--- src/rtl/wb_retire_q.sv ---
// Writeback retire queue.
// Holds up to DEPTH in-order entries from the memory stage and retires them one per cycle from the head.
// An exception or ertn at the head flushes the whole queue.
// With CSR_LAT=1, a CSR read at the head takes one extra wait cycle before it retires.
//
// Ports:
//   clk, reset           clock, synchronous active-high reset
//   ms2ws_valid/ms_*     incoming memory-stage entry; ws_allowin reports free space
//   csr_*                CSR read/write port, driven from the head entry
//   wb_ex, ertn_flush    exception / ertn retiring this cycle, with pc, vaddr, ecode, esubcode
//   ws_rf_*              register-file write-back; instret is the retired instruction count
//   debug_wb_*           copy of the write-back signals for trace comparison
module wb_retire_q #(
  parameter int unsigned DEPTH   = 2,
  parameter int unsigned CSR_LAT = 0
) (
  input  logic        clk,
  input  logic        reset,
  input  logic        ms2ws_valid,
  output logic        ws_allowin,
  input  logic [31:0] ms_pc,
  input  logic [31:0] ms_vaddr,
  input  logic [5:0]  ms_exc,
  input  logic        ms_ertn,
  input  logic        ms_rf_we,
  input  logic [4:0]  ms_rf_waddr,
  input  logic [31:0] ms_rf_wdata,
  input  logic        ms_csr_re,
  input  logic        ms_csr_we,
  input  logic [13:0] ms_csr_num,
  input  logic [31:0] ms_csr_wmask,
  input  logic [31:0] ms_csr_wvalue,
  output logic        csr_re,
  output logic [13:0] csr_num,
  input  logic [31:0] csr_rvalue,
  output logic        csr_we,
  output logic [31:0] csr_wmask,
  output logic [31:0] csr_wvalue,
  output logic        wb_ex,
  output logic        ertn_flush,
  output logic [31:0] wb_pc,
  output logic [31:0] wb_vaddr,
  output logic [5:0]  wb_ecode,
  output logic [8:0]  wb_esubcode,
  output logic        ws_rf_we,
  output logic [4:0]  ws_rf_waddr,
  output logic [31:0] ws_rf_wdata,
  output logic [63:0] instret,
  output logic [31:0] debug_wb_pc,
  output logic [3:0]  debug_wb_rf_we,
  output logic [4:0]  debug_wb_rf_wnum,
  output logic [31:0] debug_wb_rf_wdata
);

  localparam int unsigned PtrW = $clog2(DEPTH);
  localparam int unsigned CntW = $clog2(DEPTH + 1);

  typedef struct packed {
    logic [31:0] pc;
    logic [31:0] vaddr;
    logic [5:0]  exc;
    logic        ertn;
    logic        rf_we;
    logic [4:0]  rf_waddr;
    logic [31:0] rf_wdata;
    logic        csr_re;
    logic        csr_we;
    logic [13:0] csr_num;
    logic [31:0] csr_wmask;
    logic [31:0] csr_wvalue;
  } entry_t;

  typedef enum logic [0:0] {StRun, StCsrWait} state_e;

  entry_t          mem_q [DEPTH];
  logic [PtrW-1:0] head_q, tail_q;
  logic [CntW-1:0] count_q;
  state_e          state_q;
  logic [63:0]     instret_q;

  entry_t head, in_entry;
  logic   has_head, csr_stall, retire, flush, enq;

  always_comb begin
    in_entry            = '0;
    in_entry.pc         = ms_pc;
    in_entry.vaddr      = ms_vaddr;
    in_entry.exc        = ms_exc;
    in_entry.ertn       = ms_ertn;
    in_entry.rf_we      = ms_rf_we;
    in_entry.rf_waddr   = ms_rf_waddr;
    in_entry.rf_wdata   = ms_rf_wdata;
    in_entry.csr_re     = ms_csr_re;
    in_entry.csr_we     = ms_csr_we;
    in_entry.csr_num    = ms_csr_num;
    in_entry.csr_wmask  = ms_csr_wmask;
    in_entry.csr_wvalue = ms_csr_wvalue;
  end

  always_comb begin
    has_head   = (count_q != '0);
    // An empty queue presents an all-zero head, so every head-derived output reads 0.
    head       = has_head ? mem_q[head_q] : '0;
    csr_stall  = (CSR_LAT == 1) && (state_q == StRun) && head.csr_re && (head.exc == '0);
    retire     = has_head && !csr_stall;
    wb_ex      = retire && (head.exc != '0);
    ertn_flush = retire && head.ertn && !wb_ex;
    flush      = wb_ex | ertn_flush;
    ws_allowin = (count_q != CntW'(DEPTH));
    enq        = ms2ws_valid && ws_allowin && !flush;
  end

  always_comb begin
    wb_ecode = 6'h00;
    if (wb_ex) begin
      if (head.exc[5])      wb_ecode = 6'h00;
      else if (head.exc[4]) wb_ecode = 6'h08;
      else if (head.exc[3]) wb_ecode = 6'h0D;
      else if (head.exc[2]) wb_ecode = 6'h0B;
      else if (head.exc[1]) wb_ecode = 6'h0C;
      else                  wb_ecode = 6'h09;
    end
  end

  always_comb begin
    wb_esubcode       = 9'h000;
    csr_re            = head.csr_re;
    csr_num           = head.csr_num;
    csr_wmask         = head.csr_wmask;
    csr_wvalue        = head.csr_wvalue;
    csr_we            = retire && head.csr_we && !wb_ex;
    wb_pc             = head.pc;
    wb_vaddr          = head.vaddr;
    ws_rf_we          = retire && head.rf_we && !wb_ex && !ertn_flush;
    ws_rf_waddr       = head.rf_waddr;
    ws_rf_wdata       = head.csr_re ? csr_rvalue : head.rf_wdata;
    instret           = instret_q;
    debug_wb_pc       = head.pc;
    debug_wb_rf_we    = {4{ws_rf_we}};
    debug_wb_rf_wnum  = head.rf_waddr;
    debug_wb_rf_wdata = ws_rf_wdata;
  end

  always_ff @(posedge clk) begin
    if (reset) begin
      head_q  <= '0;
      tail_q  <= '0;
      count_q <= '0;
      state_q <= StRun;
    end else if (flush) begin
      head_q  <= '0;
      tail_q  <= '0;
      count_q <= '0;
      state_q <= StRun;
    end else begin
      if (enq) begin
        mem_q[tail_q] <= in_entry;
        tail_q        <= tail_q + PtrW'(1);
      end
      if (retire) head_q <= head_q + PtrW'(1);
      case ({enq, retire})
        2'b10:   count_q <= count_q + CntW'(1);
        2'b01:   count_q <= count_q - CntW'(1);
        default: count_q <= count_q;
      endcase
      if (csr_stall)   state_q <= StCsrWait;
      else if (retire) state_q <= StRun;
    end
  end

  // ertn retires normally and counts; an excepting head does not.
  always_ff @(posedge clk) begin
    if (reset) begin
      instret_q <= '0;
    end else if (retire && !wb_ex) begin
      instret_q <= instret_q + 64'd1;
    end
  end

endmodule

--- config.mk ---
export PLATFORM = sky130hd
export DESIGN_NAME = wb_retire_q
export DESIGN_NICKNAME = d
export VERILOG_FILES = /design/src/rtl/wb_retire_q.sv
export SDC_FILE = /design/constraint.sdc
export NUM_CORES = 1
export LEC_CHECK = 0
export BUFFER_PORTS_ARGS = -buffer_cell sky130_fd_sc_hd__clkbuf_2
export CAP_MARGIN = 10
export CORE_ASPECT_RATIO = 0.8
export CORE_MARGIN = 8
export CORE_UTILIZATION = 33
export CTS_BUF_LIST = sky130_fd_sc_hd__clkbuf_16
export CTS_CLUSTER_DIAMETER = 100
export DETAILED_ROUTE_END_ITERATION = 10
export PLACE_DENSITY_LB_ADDON = 0.15
export SYNTH_ARGS = -nofsm -noshare
export SYNTH_HDL_FRONTEND = slang
export SYNTH_SLANG_ARGS = --single-unit
export TNS_END_PERCENT = 10
--- constraint.sdc ---
create_clock -name clk -period 21.8 [get_ports clk]
set_input_delay 3.27 -clock clk [delete_from_list [all_inputs] [get_ports clk]]
set_output_delay 3.27 -clock clk [all_outputs]
set_load 0.01 [all_outputs]
== After elaboration in Yosys (flattened, before gate mapping) ==
Memory sizes are Yosys's and may differ from the RTL's. A register that Yosys moved wholly into a read port is not among the register bits.
Cells that the tools add are included.

* Word-level logic and storage cells: 47
* Flip-flop bits (word level): 68
* Output and inout bits: 337
* Memories: 1
* Bits in writable memories: 378

{| class="wikitable"
|+ Memory list
! name !! words !! width !! read ports !! clocked after memory_dff !! wr ports !! RTL line !! text
|-
| mem_q || 2 || 189 || 1 || 1 || 1 || 75 || <nowiki>entry_t mem_q [DEPTH];</nowiki>
|}

* Multiplexer cells: 15
* Reduce and logical (&&, ||, !) cells: 18
* Equality and inequality tests: 3
* Add/subtract/negate cells: 5
* Bitwise operators: 1

{| class="wikitable"
|+ Operator list
! cell !! number
|-
| $mux 189 || 1
|-
| $add 64x1->64 const B || 1
|-
| $mux 32 || 1
|-
| $mux 3 || 4
|-
| $logic_and 1x1->1 || 11
|-
| $mux 4 || 2
|-
| $mux 1 || 6
|-
| $reduce_bool 6->1 || 1
|-
| $pmux 2 s2 || 1
|-
| $reduce_bool 2->1 || 2
|-
| $logic_not 1->1 || 3
|-
| $add 1x1->1 const B || 2
|-
| $add 2x1->2 const B || 1
|-
| $eq 2x1->1 const B || 1
|-
| $eq 2x2->1 const B || 1
|-
| $ne 2x2->1 const B || 1
|-
| $reduce_or 2->1 || 1
|-
| $sub 2x1->2 const B || 1
|-
| $or 1x1->1 || 1
|}

== Longest topological paths before layout ==
Gate-level depths: netlist of run 1.

* Depth in word-level cells: 13
* Depth in mapped cells: 10
* Gate-level depth less buffers: 8

== Worst setup path before layout of run 1 ==
Ideal clock, no wire load.

* Kind: in2reg
* Start point: input ms2ws_valid
* End point: memory mem_q[1][0] (netlist name) (enable)
* Path buffers: 0
* Arrival time: 17.254 ns
* Setup time: 1.008 ns
* Stages: 3
* Data required time: 20.792 ns
* Slack: 3.538 ns
* Path through: nand2_1 -> a211o_1 -> nor3b_1

* Word-level cells in the longest chain between the ends: 6

{| class="wikitable"
|+ Ends and longest elaborated chain
! what !! RTL line !! text
|-
| start: declaration || 19 || <nowiki>input logic ms2ws_valid,</nowiki>
|-
| $logic_and 1x1->1 (2 in a row) || 110 || <nowiki>enq = ms2ws_valid && ws_allowin && !flush;</nowiki>
|-
| $mux 1 || 156 || <nowiki>if (enq) begin</nowiki>
|-
| $mux 1 || 150 || <nowiki>end else if (flush) begin</nowiki>
|-
| $mux 1 || 145 || <nowiki>if (reset) begin</nowiki>
|-
| $mux 1 (not written as such) || 157 || <nowiki>mem_q[tail_q] <= in_entry;</nowiki>
|-
| end: declaration || 75 ||
|}

Every way passes these cells.

==> summary.txt, run 1 <==
Status
  • Status: complete, no violations

Clock network
  • CTS Hold Bufs: 0
  • Clk slew on worst S/H paths: 60 ps
  • Clk sinks: approximately 450
  • Inserted Clock Buffers: between 40 and 50
  • Root buf cell: clkbuf_16
  • # Post-CTS Setup Buffers: 0
  • TritonCTS clock tree: built
  • Htree depth: 2
  • Clock buffer depth: 3
  • Post-CTS sizing: 0
  • Clk_lat worst skew: 580 ps

Routing
  • DRC violations left: 0
  • Post-route ant nets: 0
  • Initial DRC count: a little over 700
  • WL/cell: 19.84 um
  • DRT Pass-1 Iters: 5
  • Vias post-DR: approximately 12000
  • Drt via density: approximately 4.7
  • Final wirelength: just over 50000 um

Pwr
  • Sw frac: about a third
  • Int Pwr: between 1.5 and 2 mW
  • Comb power frac: approximately 30%
  • Power per cell area: between 100 and 150 nW/um^2
  • Psw: a little under 0.9 mW
  • Pleak: roughly 8.5 nW
  • Clock network power share: about 28%
  • Max rail drop VDD: ~0.000065 V
  • Power Total: about 2.6 mW
  • Sequential share of power: 41.7%

Die
  • Row count: just under 80
  • Die area: roughly 64000 um^2
  • Io pins: between 500 and 600
  • Die Width: about 280 um
  • Core area: about 55000 um^2
  • Initial Utilization: about a third
  • Die height: about 230 um

Synth
  • Number of synthesized register bits: 447
  • Ys async rst share: 0%
  • Post-synthesis mux area share: roughly a tenth
  • Netlist Area Pre-Place: approximately 18000 um^2
  • Synth Area in Adders: less than 1%
  • Largest family of logic cells by synthesized area: multiplexers
  • Primary FF master, synth: edfxtp_1
  • Mapped Cells: ~1300
  • Netlist cell types: 45
  • Avg Cell Area, Syn: between 10 and 15 um^2
  • Post-synthesis compound-gate area fraction: between 4 and 5%
  • Post-Synth Simple-Gate Area: 10.04%
  • Post-synth top area cell: edfxtp_1
  • EDFF count, synth: around 380
  • Post-synthesis sequential area ratio: between 60% and 70%
  • Synth warn: 0
  • Top post-synthesis cells by area: edfxtp_1, mux2i_1, dfxtp_1, nor2_1, buf_4
  • Synth top area share: roughly 61%
  • Post-Synth XOR/XNOR Area: under 10%

Critical path
  • Data required time of the critical path: about 19000 ps
  • Slowest CP cell: nor4_2
  • Crit path largest cell delay: approximately 940 ps
  • Crit end category: output port
  • Reg2Reg Capture Point: mem_q[0][35]
  • Worst R2R Path Depth: 8
  • Crit-path cells: buf_4 -> nor3b_2 -> a22oi_2 -> nor4_2 -> clkbuf_2
  • Worst EP arrival: about 3900 ps
  • R2R setup slack: 17200 ps
  • Max FO, Critical Path: 47
  • CP startpoint kind: flop
  • Crit Path Category: flop to output port

Global routing
  • Initial antenna violation count: 10
  • First-pass GRT wire length: roughly 75000 um
  • Largest net degree at the start of global routing: around 140
  • GRT overflow: 0
  • Number of global-route vias before repair: ~12000
  • GRT Overall Usage: 15.04%

STA
  • Final min period: ~7100 ps
  • Setup violations, final: 0
  • Setup_tns: 0 ps
  • Final worst-path cycle share: between 30% and 40%
  • Relative slew slack: between 10% and 20%
  • Final Max Slew Viols: 0
  • Fmax: approximately 140 MHz
  • Worst-margin pin slew: 1232 ps
  • Clock Skews: roughly 13 ps
  • RSZ-0062 raised after global routing: false
  • Hold Fails Final Rpt: 0

Min path
  • Hold Path Stages: 2
  • Hold path startpoint: instret[63]
  • Worst hold path type: flop to flop
  • Min-Delay Endpoint: instret[63]

Place
  • RD Place Congestion: 0.7769
  • Port bufs: between 500 and 600
  • DP Wirelength: around 36000 um
  • Placed Cells: 2504

Finish
  • Fraction of layout cells with a size suffix above 1: a little over a third
  • Area grow syn2layout: 23.83%
  • Post-Layout Cell Count: about 2600
  • Nets: a little over 2000
  • Fillers: between 5000 and 6000

Job
  • Max-Cap Viols: 0
## area by class of cell
class | count | area (um^2) | area share [%]
clock inverters | 38 | 210.2 | 0.9193
multi-input cells | 735 | 4857 | 21.24
diodes | 3 | 7.507 | 0.03283
clock buffers | 48 | 1201 | 5.253
repair buffers | 564 | 2885 | 12.62
inverters | 8 | 30.03 | 0.1313
flip-flops and latches | 447 | 12740 | 55.70
well taps | 750 | 938.4 | 4.104
## worst max-delay path: cells and delay by family, from the launching register on
family	cells	cell delay (ps)
and+or+nand+nor	2	1250
buffers and inverters	2	1100
AOI/OAI and AO/OA	1	100
DFF	1	800
## power by group through the flow
stage	registers [mW]	logic, mW	clock network [mW]
6_report	1.08	0.770	0.739
5_1_grt	1.09	0.842	0.798
4_1_cts	1.08	0.794	0.764
3_5_place_dp	1.10	0.792	0
3_3_place_gp	1.10	0.794	0
2_1_floorplan	1.15	0.510	0
## worst max-delay path by stage
stage                   startpoint                     to  slack (ps)  cells past startpoint
global route                  flop               ws_rf_we       14330                      5
detailed placement  csr_rvalue[16]  debug_wb_rf_wdata[16]       14770                      4
floorplan              ms2ws_valid            mem_q[1][0]        3540                      3
finish                        flop               ws_rf_we       14680                      5
CTS                           flop               ws_rf_we       14450                      5
global placement    csr_rvalue[16]  debug_wb_rf_wdata[16]       14770                      4
## cell usage after synthesis (3+ instances only)
cell	instances
inv_1	7
or3_1	18
buf_1	13
a21oi_1	45
and4_1	4
nand4_1	22
edfxtp_1	378
mux2i_1	185
or4_1	22
dfxtp_1	69
o31ai_1	54
or4b_1	6
nor4_1	12
nor3_1	10
mux2_2	4
nor3b_1	3
nand3_1	17
buf_4	85
and3_1	13
nand2_1	61
o21ai_0	15
clkbuf_1	55
nor2_1	182
xnor2_1	16
xor2_1	8
o41ai_1	6
## metrics by stage
step	instance area, um^2	hold WS (ps)	setup slack (ps)	util (%)
CTS	22860	495.9	14450	41.33
detailed placement	21450	487.8	14770	38.78
floorplan	18500	481.3	3538	-
global route	22860	527.4	14330	41.34
global placement	21450	474.6	14770	38.78
finish	22870	493.2	14680	41.35
## kinds of logic (layout without fill, tap and decap cells)
kind of cell    Yosys count  after routing
flops                   447            447
other cells               1             14
simple gates            384            384
fa+ha+maj                 2              2
compound gates          125            125
buf+inv                 165            658
xor+xnor                 24             24
mux                     189            189
## cell usage in the layout, fill, tap and decap left out, types with 9 or more instances in the layout
cell       instances
and3_1            13
inv_1             26
nor3_1             9
or4_1             22
xnor2_1           16
o31ai_1           54
buf_4             13
nand3_1           17
dfxtp_1           68
edfxtp_1         378
conb_1            11
clkbuf_16         48
o21ai_0           15
nand2_1           61
a21oi_1           45
clkinv_1           9
clkbuf_2         549
nor2_1           180
or3_1             18
nand4_1           22
nor4_1            11
mux2i_1          185
## state kept, by name, summed over array words and instances (netlist names), named ones only
| signal | count |
|---|---|
| mem_q | 378 |
| tail_q | 1 |
| count_q | 2 |
| head_q | 1 |
| instret | 64 |
## layer usage
metal	vias up	share of wire (%)	GRT usage, %
li1	5845	-	-
met1	5933	41	18.41
met2	357	48	24.84
met3	92	8.5	5.695
met4	16	2.2	4.157
met5	-	0.21	0
No activity file was read; power rests on OpenSTA's default activity.
==> run 2: changes to the inputs <==
Clock period 21.8 ns to 7.2 ns, I/O delays scaled along.
==> summary.txt, run 2 (synthesis results as in run 1) <==
Die
  • Die area: between 60000 and 70000 um^2
  • Initial Utilization: around a third
  • Die height: 227.6 um
  • Io pins: about 560
  • Core area: ~55000 um^2
  • Die Width: 280.5 um
  • Row count: just under 80

Job
  • Max-Cap Viols: 0

Global routing
  • Number of global-route vias before repair: 12310
  • GRT overflow: 0
  • First-pass GRT wire length: around 74000 um
  • Initial antenna violation count: 10
  • Largest net degree at the start of global routing: about 150
  • GRT Overall Usage: between 10% and 20%

Critical path
  • CP startpoint kind: flop
  • Data required time of the critical path: roughly 6100 ps
  • Worst EP arrival: roughly 3500 ps
  • Max FO, Critical Path: just over 90
  • Crit end category: output port
  • Crit Path Category: flop to output port

Clock network
  • TritonCTS clock tree: built
  • CTS Hold Bufs: 0
  • Root buf cell: clkbuf_16
  • Clk slew on worst S/H paths: around 60 ps
  • Post-CTS sizing: 0
  • Clk_lat worst skew: 580 ps
  • Inserted Clock Buffers: 47
  • # Post-CTS Setup Buffers: 0
  • Clk sinks: roughly 450
  • Htree depth: 2
  • Clock buffer depth: 3

Routing
  • Post-route ant nets: 0
  • Final wirelength: a little over 50000 um
  • Drt via density: 4.704
  • Vias post-DR: ~12000
  • Initial DRC count: around 650
  • DRC violations left: 0
  • DRT Pass-1 Iters: 5
  • WL/cell: approximately 20 um

Pwr
  • Pleak: 8.507 nW
  • Max rail drop VDD: around 0.00024 V
  • Power Total: 7.898 mW
  • Power per cell area: between 300 and 400 nW/um^2

Finish
  • Area grow syn2layout: 24.08%
  • Flip-flop count of the largest register after layout: ~380
  • Post-Layout Cell Count: 2591
  • Nets: a little over 2000
  • Register name with the most flops: mem_q
  • Most common cell after layout, fill and taps aside: clkbuf_2
  • Fraction of layout cells with a size suffix above 1: 34.71%
  • Commonest cells after routing, fill and taps aside: clkbuf_2, edfxtp_1, mux2i_1, nor2_1, dfxtp_1

STA
  • Worst hold slack: 497.7 ps
  • Final worst-path cycle share: 64.02%
  • Worst-margin pin slew: 1168 ps
  • Final min period: roughly 4600 ps
  • Setup violations, final: 0
  • Relative slew slack: 22.16%
  • Final Max Slew Viols: 0
  • Clock Skews: approximately 33 ps
  • RSZ-0062 raised after global routing: false
  • Setup_tns: 0 ps
  • Fmax: between 200 and 250 MHz
  • Hold Fails Final Rpt: 0

Place
  • Placed Cells: ~2500
  • Port bufs: about 550
  • DP Wirelength: 35740 um
  • RD Place Congestion: 0.8033

Min path
  • Worst hold path type: flop to flop
  • Hold path startpoint: instret[37]

Status
  • Status: complete, no violations
==> run 2: layout make-up <==
cell class	count	area, um^2
fillers	5334	32390
flip-flops and latches	447	12740
multi-input cells	735	4863
repair buffers	562	2883
clock buffers	47	1176
well taps	750	938.4
clock inverters	39	277.8
inverters	8	30.03
diodes	3	7.507
==> run 2: per-layer routing <==
metal	vias to the layer above	share of wire, %	GRT usage, %
met3	72	7.8	5.050
met2	362	49	25.33
met4	10	1.7	3.658
met1	5907	41	18.61
li1	5838	-	-
met5	-	0.11	0
==> run 2: worst max-delay path, stage by stage, from the launching register on <==
cell,delay [ps]
dfxtp_4,810
buf_12,510
mux2i_1,360
nor2_4,40
buf_4,320
o31ai_1,470
clkbuf_2,290
==> run 2: path summary, 6_finish.rpt <==
| path | endpoint | slack [ps] | depth (start not counted) |
|---|---|---|---|
| min | instret[37] | 500 | 2 |
| min reg2reg | instret[37] | 500 | 2 |
| max reg2reg | instret[33] | 3950 | 5 |
| max | debug_wb_rf_wdata[30] | 2590 | 6 |
==> run 2: report_power, final <==
group	switching, mW	total (mW)	internal [mW]
registers	0.0850	3.27	3.19
logic	1.56	2.34	0.775
clock network	0.993	2.29	1.30
==> run 2: metrics by stage <==
| stage | instance area (um^2) | util [%] | setup WS (ps) |
|---|---|---|---|
| 5_1_grt | 22900 | 41.42 | 2318 |
| 4_1_cts | 22900 | 41.42 | 2435 |
| 3_5_place_dp | 21450 | 38.79 | 3049 |
| 2_1_floorplan | 18510 | - | -2126 |
| 3_3_place_gp | 21450 | 38.79 | 3090 |
| 6_report | 22910 | 41.43 | 2590 |
==> run 3: changes to the inputs <==
Clock period 7.2 ns to 3.95 ns, I/O delays scaled along.
==> summary.txt, run 3 (synthesis results as in run 1) <==
Finish
  • Commonest cells after routing, fill and taps aside: clkbuf_2, edfxtp_1, mux2i_1, nor2_1, dfxtp_1
  • Most common cell after layout, fill and taps aside: clkbuf_2
  • Nets: 2035
  • Post-Layout Cell Count: between 2000 and 3000
  • Flip-flop count of the largest register after layout: approximately 380
  • Fraction of layout cells with a size suffix above 1: between 30% and 40%
  • Design area: between 20000 and 25000 um^2
  • Register name with the most flops: mem_q
  • Area grow syn2layout: 25.33%
  • Fin util: approximately two fifths

Global routing
  • GRT met3 Usage: under 10%
  • Largest net degree at the start of global routing: 104
  • GRT Overall Usage: 15.40%
  • Number of global-route vias before repair: around 13000
  • Layer with the highest usage: met2
  • Met1 Use GR: about a fifth
  • First-pass GRT wire length: between 70000 and 80000 um
  • Initial antenna violation count: 11
  • Met2 GRT Util: between 20% and 30%
  • GRT overflow: 0

Die
  • Io pins: approximately 560
  • Die height: 227.6 um
  • Die area: around 64000 um^2
  • Core area: approximately 55000 um^2
  • Row count: between 70 and 80
  • Initial Utilization: between 30% and 40%
  • Die Width: around 280 um

Clock network
  • TritonCTS clock tree: built
  • Inserted Clock Buffers: 49
  • # Post-CTS Setup Buffers: 0
  • Clk slew on worst S/H paths: 60 ps
  • Post-CTS sizing: 0
  • Clk sinks: approximately 450
  • Clock buffer depth: 3
  • Htree depth: 2
  • CTS Hold Bufs: 0
  • Root buf cell: clkbuf_16
  • Clk_lat worst skew: 590 ps

Min path
  • Min-Delay Endpoint: mem_q[1][36]
  • Hold path startpoint: ms_csr_wmask[4]
  • Worst hold path type: input port to flop
  • Hold Path Stages: 1

STA
  • Setup violations, final: 0
  • Setup ws final: 667.9 ps
  • Fmax: roughly 300 MHz
  • Hold Fails Final Rpt: 0
  • Setup_tns: 0 ps
  • Final min period: 3282 ps
  • Clock Skews: roughly 28 ps
  • Worst hold slack: around 190 ps
  • Relative slew slack: about 42%
  • RSZ-0062 raised after global routing: false
  • Final Max Slew Viols: 0
  • Worst-margin pin slew: approximately 860 ps
  • Final worst-path cycle share: approximately 83%

Critical path
  • Slowest CP cell: nor4_1
  • R2R setup slack: between 1000 and 1500 ps
  • Data required time of the critical path: about 3400 ps
  • Crit path largest cell delay: between 700 and 800 ps
  • CP startpoint kind: flop
  • Crit-path cells: nor4_2 -> a22oi_1 -> buf_4 -> nor4_1 -> clkbuf_2
  • Worst R2R Path Depth: 5
  • Reg2Reg Capture Point: instret[33]
  • Max FO, Critical Path: 20
  • Crit end category: output port
  • Crit Path Category: flop to output port
  • Worst EP arrival: between 2000 and 3000 ps

Place
  • Placed Area: about 22000 um^2
  • RD Place Congestion: 0.7866
  • Port bufs: 549
  • DP Wirelength: about 37000 um
  • Placed Cells: about 2500
  • Dpl ws: around 1100 ps

Routing
  • Initial DRC count: around 640
  • Drt via density: 4.689
  • Vias post-DR: 12200
  • DRT Pass-1 Iters: 5
  • Post-route ant nets: 0
  • DRC violations left: 0
  • Final wirelength: between 50000 and 60000 um
  • WL/cell: around 20 um

Job
  • Max-Cap Viols: 0

Pwr
  • Max rail drop VDD: 0.0003675 V
  • Sequential share of power: about two fifths
  • Psw: 4.951 mW
  • Power per cell area: 636.9 nW/um^2
  • Comb power frac: between 30% and 40%
  • Int Pwr: 9.788 mW
  • Sw frac: 33.59%
  • Pleak: ~8.6 nW
  • Clock network power share: between 20% and 30%
  • Power Total: around 15 mW

Status
  • Status: complete, no violations
## run 3: cell count changes in the layout (fill, tap and decap cells not counted), sizes merged
cell	before	now
buf	13	19
clkbuf	596	599
clkinv	22	21
clkinvlp	0	3
diode	3	4
inv	22	20
## run 3: worst max-delay path by stage
| stage | start | to | slack (ps) | cells past startpoint |
|---|---|---|---|---|
| 2_1_floorplan | mem_q[0][119] | mem_q[1][0] | -2640 | 5 |
| 3_3_place_gp | flop | instret[33] | 1110 | 5 |
| 3_5_place_dp | flop | instret[33] | 1090 | 5 |
| 4_1_cts | mem_q[0][120] | ws_rf_we | 490 | 5 |
| 5_1_grt | mem_q[1][119] | debug_wb_rf_we[2] | 190 | 5 |
| 6_report | mem_q[0][120] | debug_wb_rf_we[3] | 670 | 5 |
## run 3: worst max-delay path: cells and delay by family (launching register included)
kind | cells | cell delay [ps]
buf+inv | 2 | 500
flops | 1 | 410
simple gates | 2 | 1080
compound gates | 1 | 140
## run 3: cell type report
class / count / area [um^2]
well taps: 750 / 938.4
repair buffers: 568 / 2990
fillers: 5310 / 32160
inverters: 8 / 30.03
clock inverters: 39 / 312.8
diodes: 4 / 10.01
flip-flops and latches: 447 / 12740
multi-input cells: 735 / 4873
clock buffers: 50 / 1251
## run 3: power by group through the flow
stage          registers [mW]  logic [mW]  clock network [mW]
2_1_floorplan            6.10        2.84                   0
3_3_place_gp             6.02        4.57                   0
3_5_place_dp             6.04        4.55                   0
4_1_cts                  5.94        4.56                4.57
5_1_grt                  5.98        4.82                4.73
6_report                 5.93        4.42                4.39
## run 3: metal layers
layer / wire [um] / part of all wire (%) / up-vias
li1: - / - / 5865
met1: 21600 / 41 / 5911
met2: 25700 / 49 / 325
met3: 3997 / 7.6 / 81
met4: 1016 / 1.9 / 14
met5: 90 / 0.17 / -
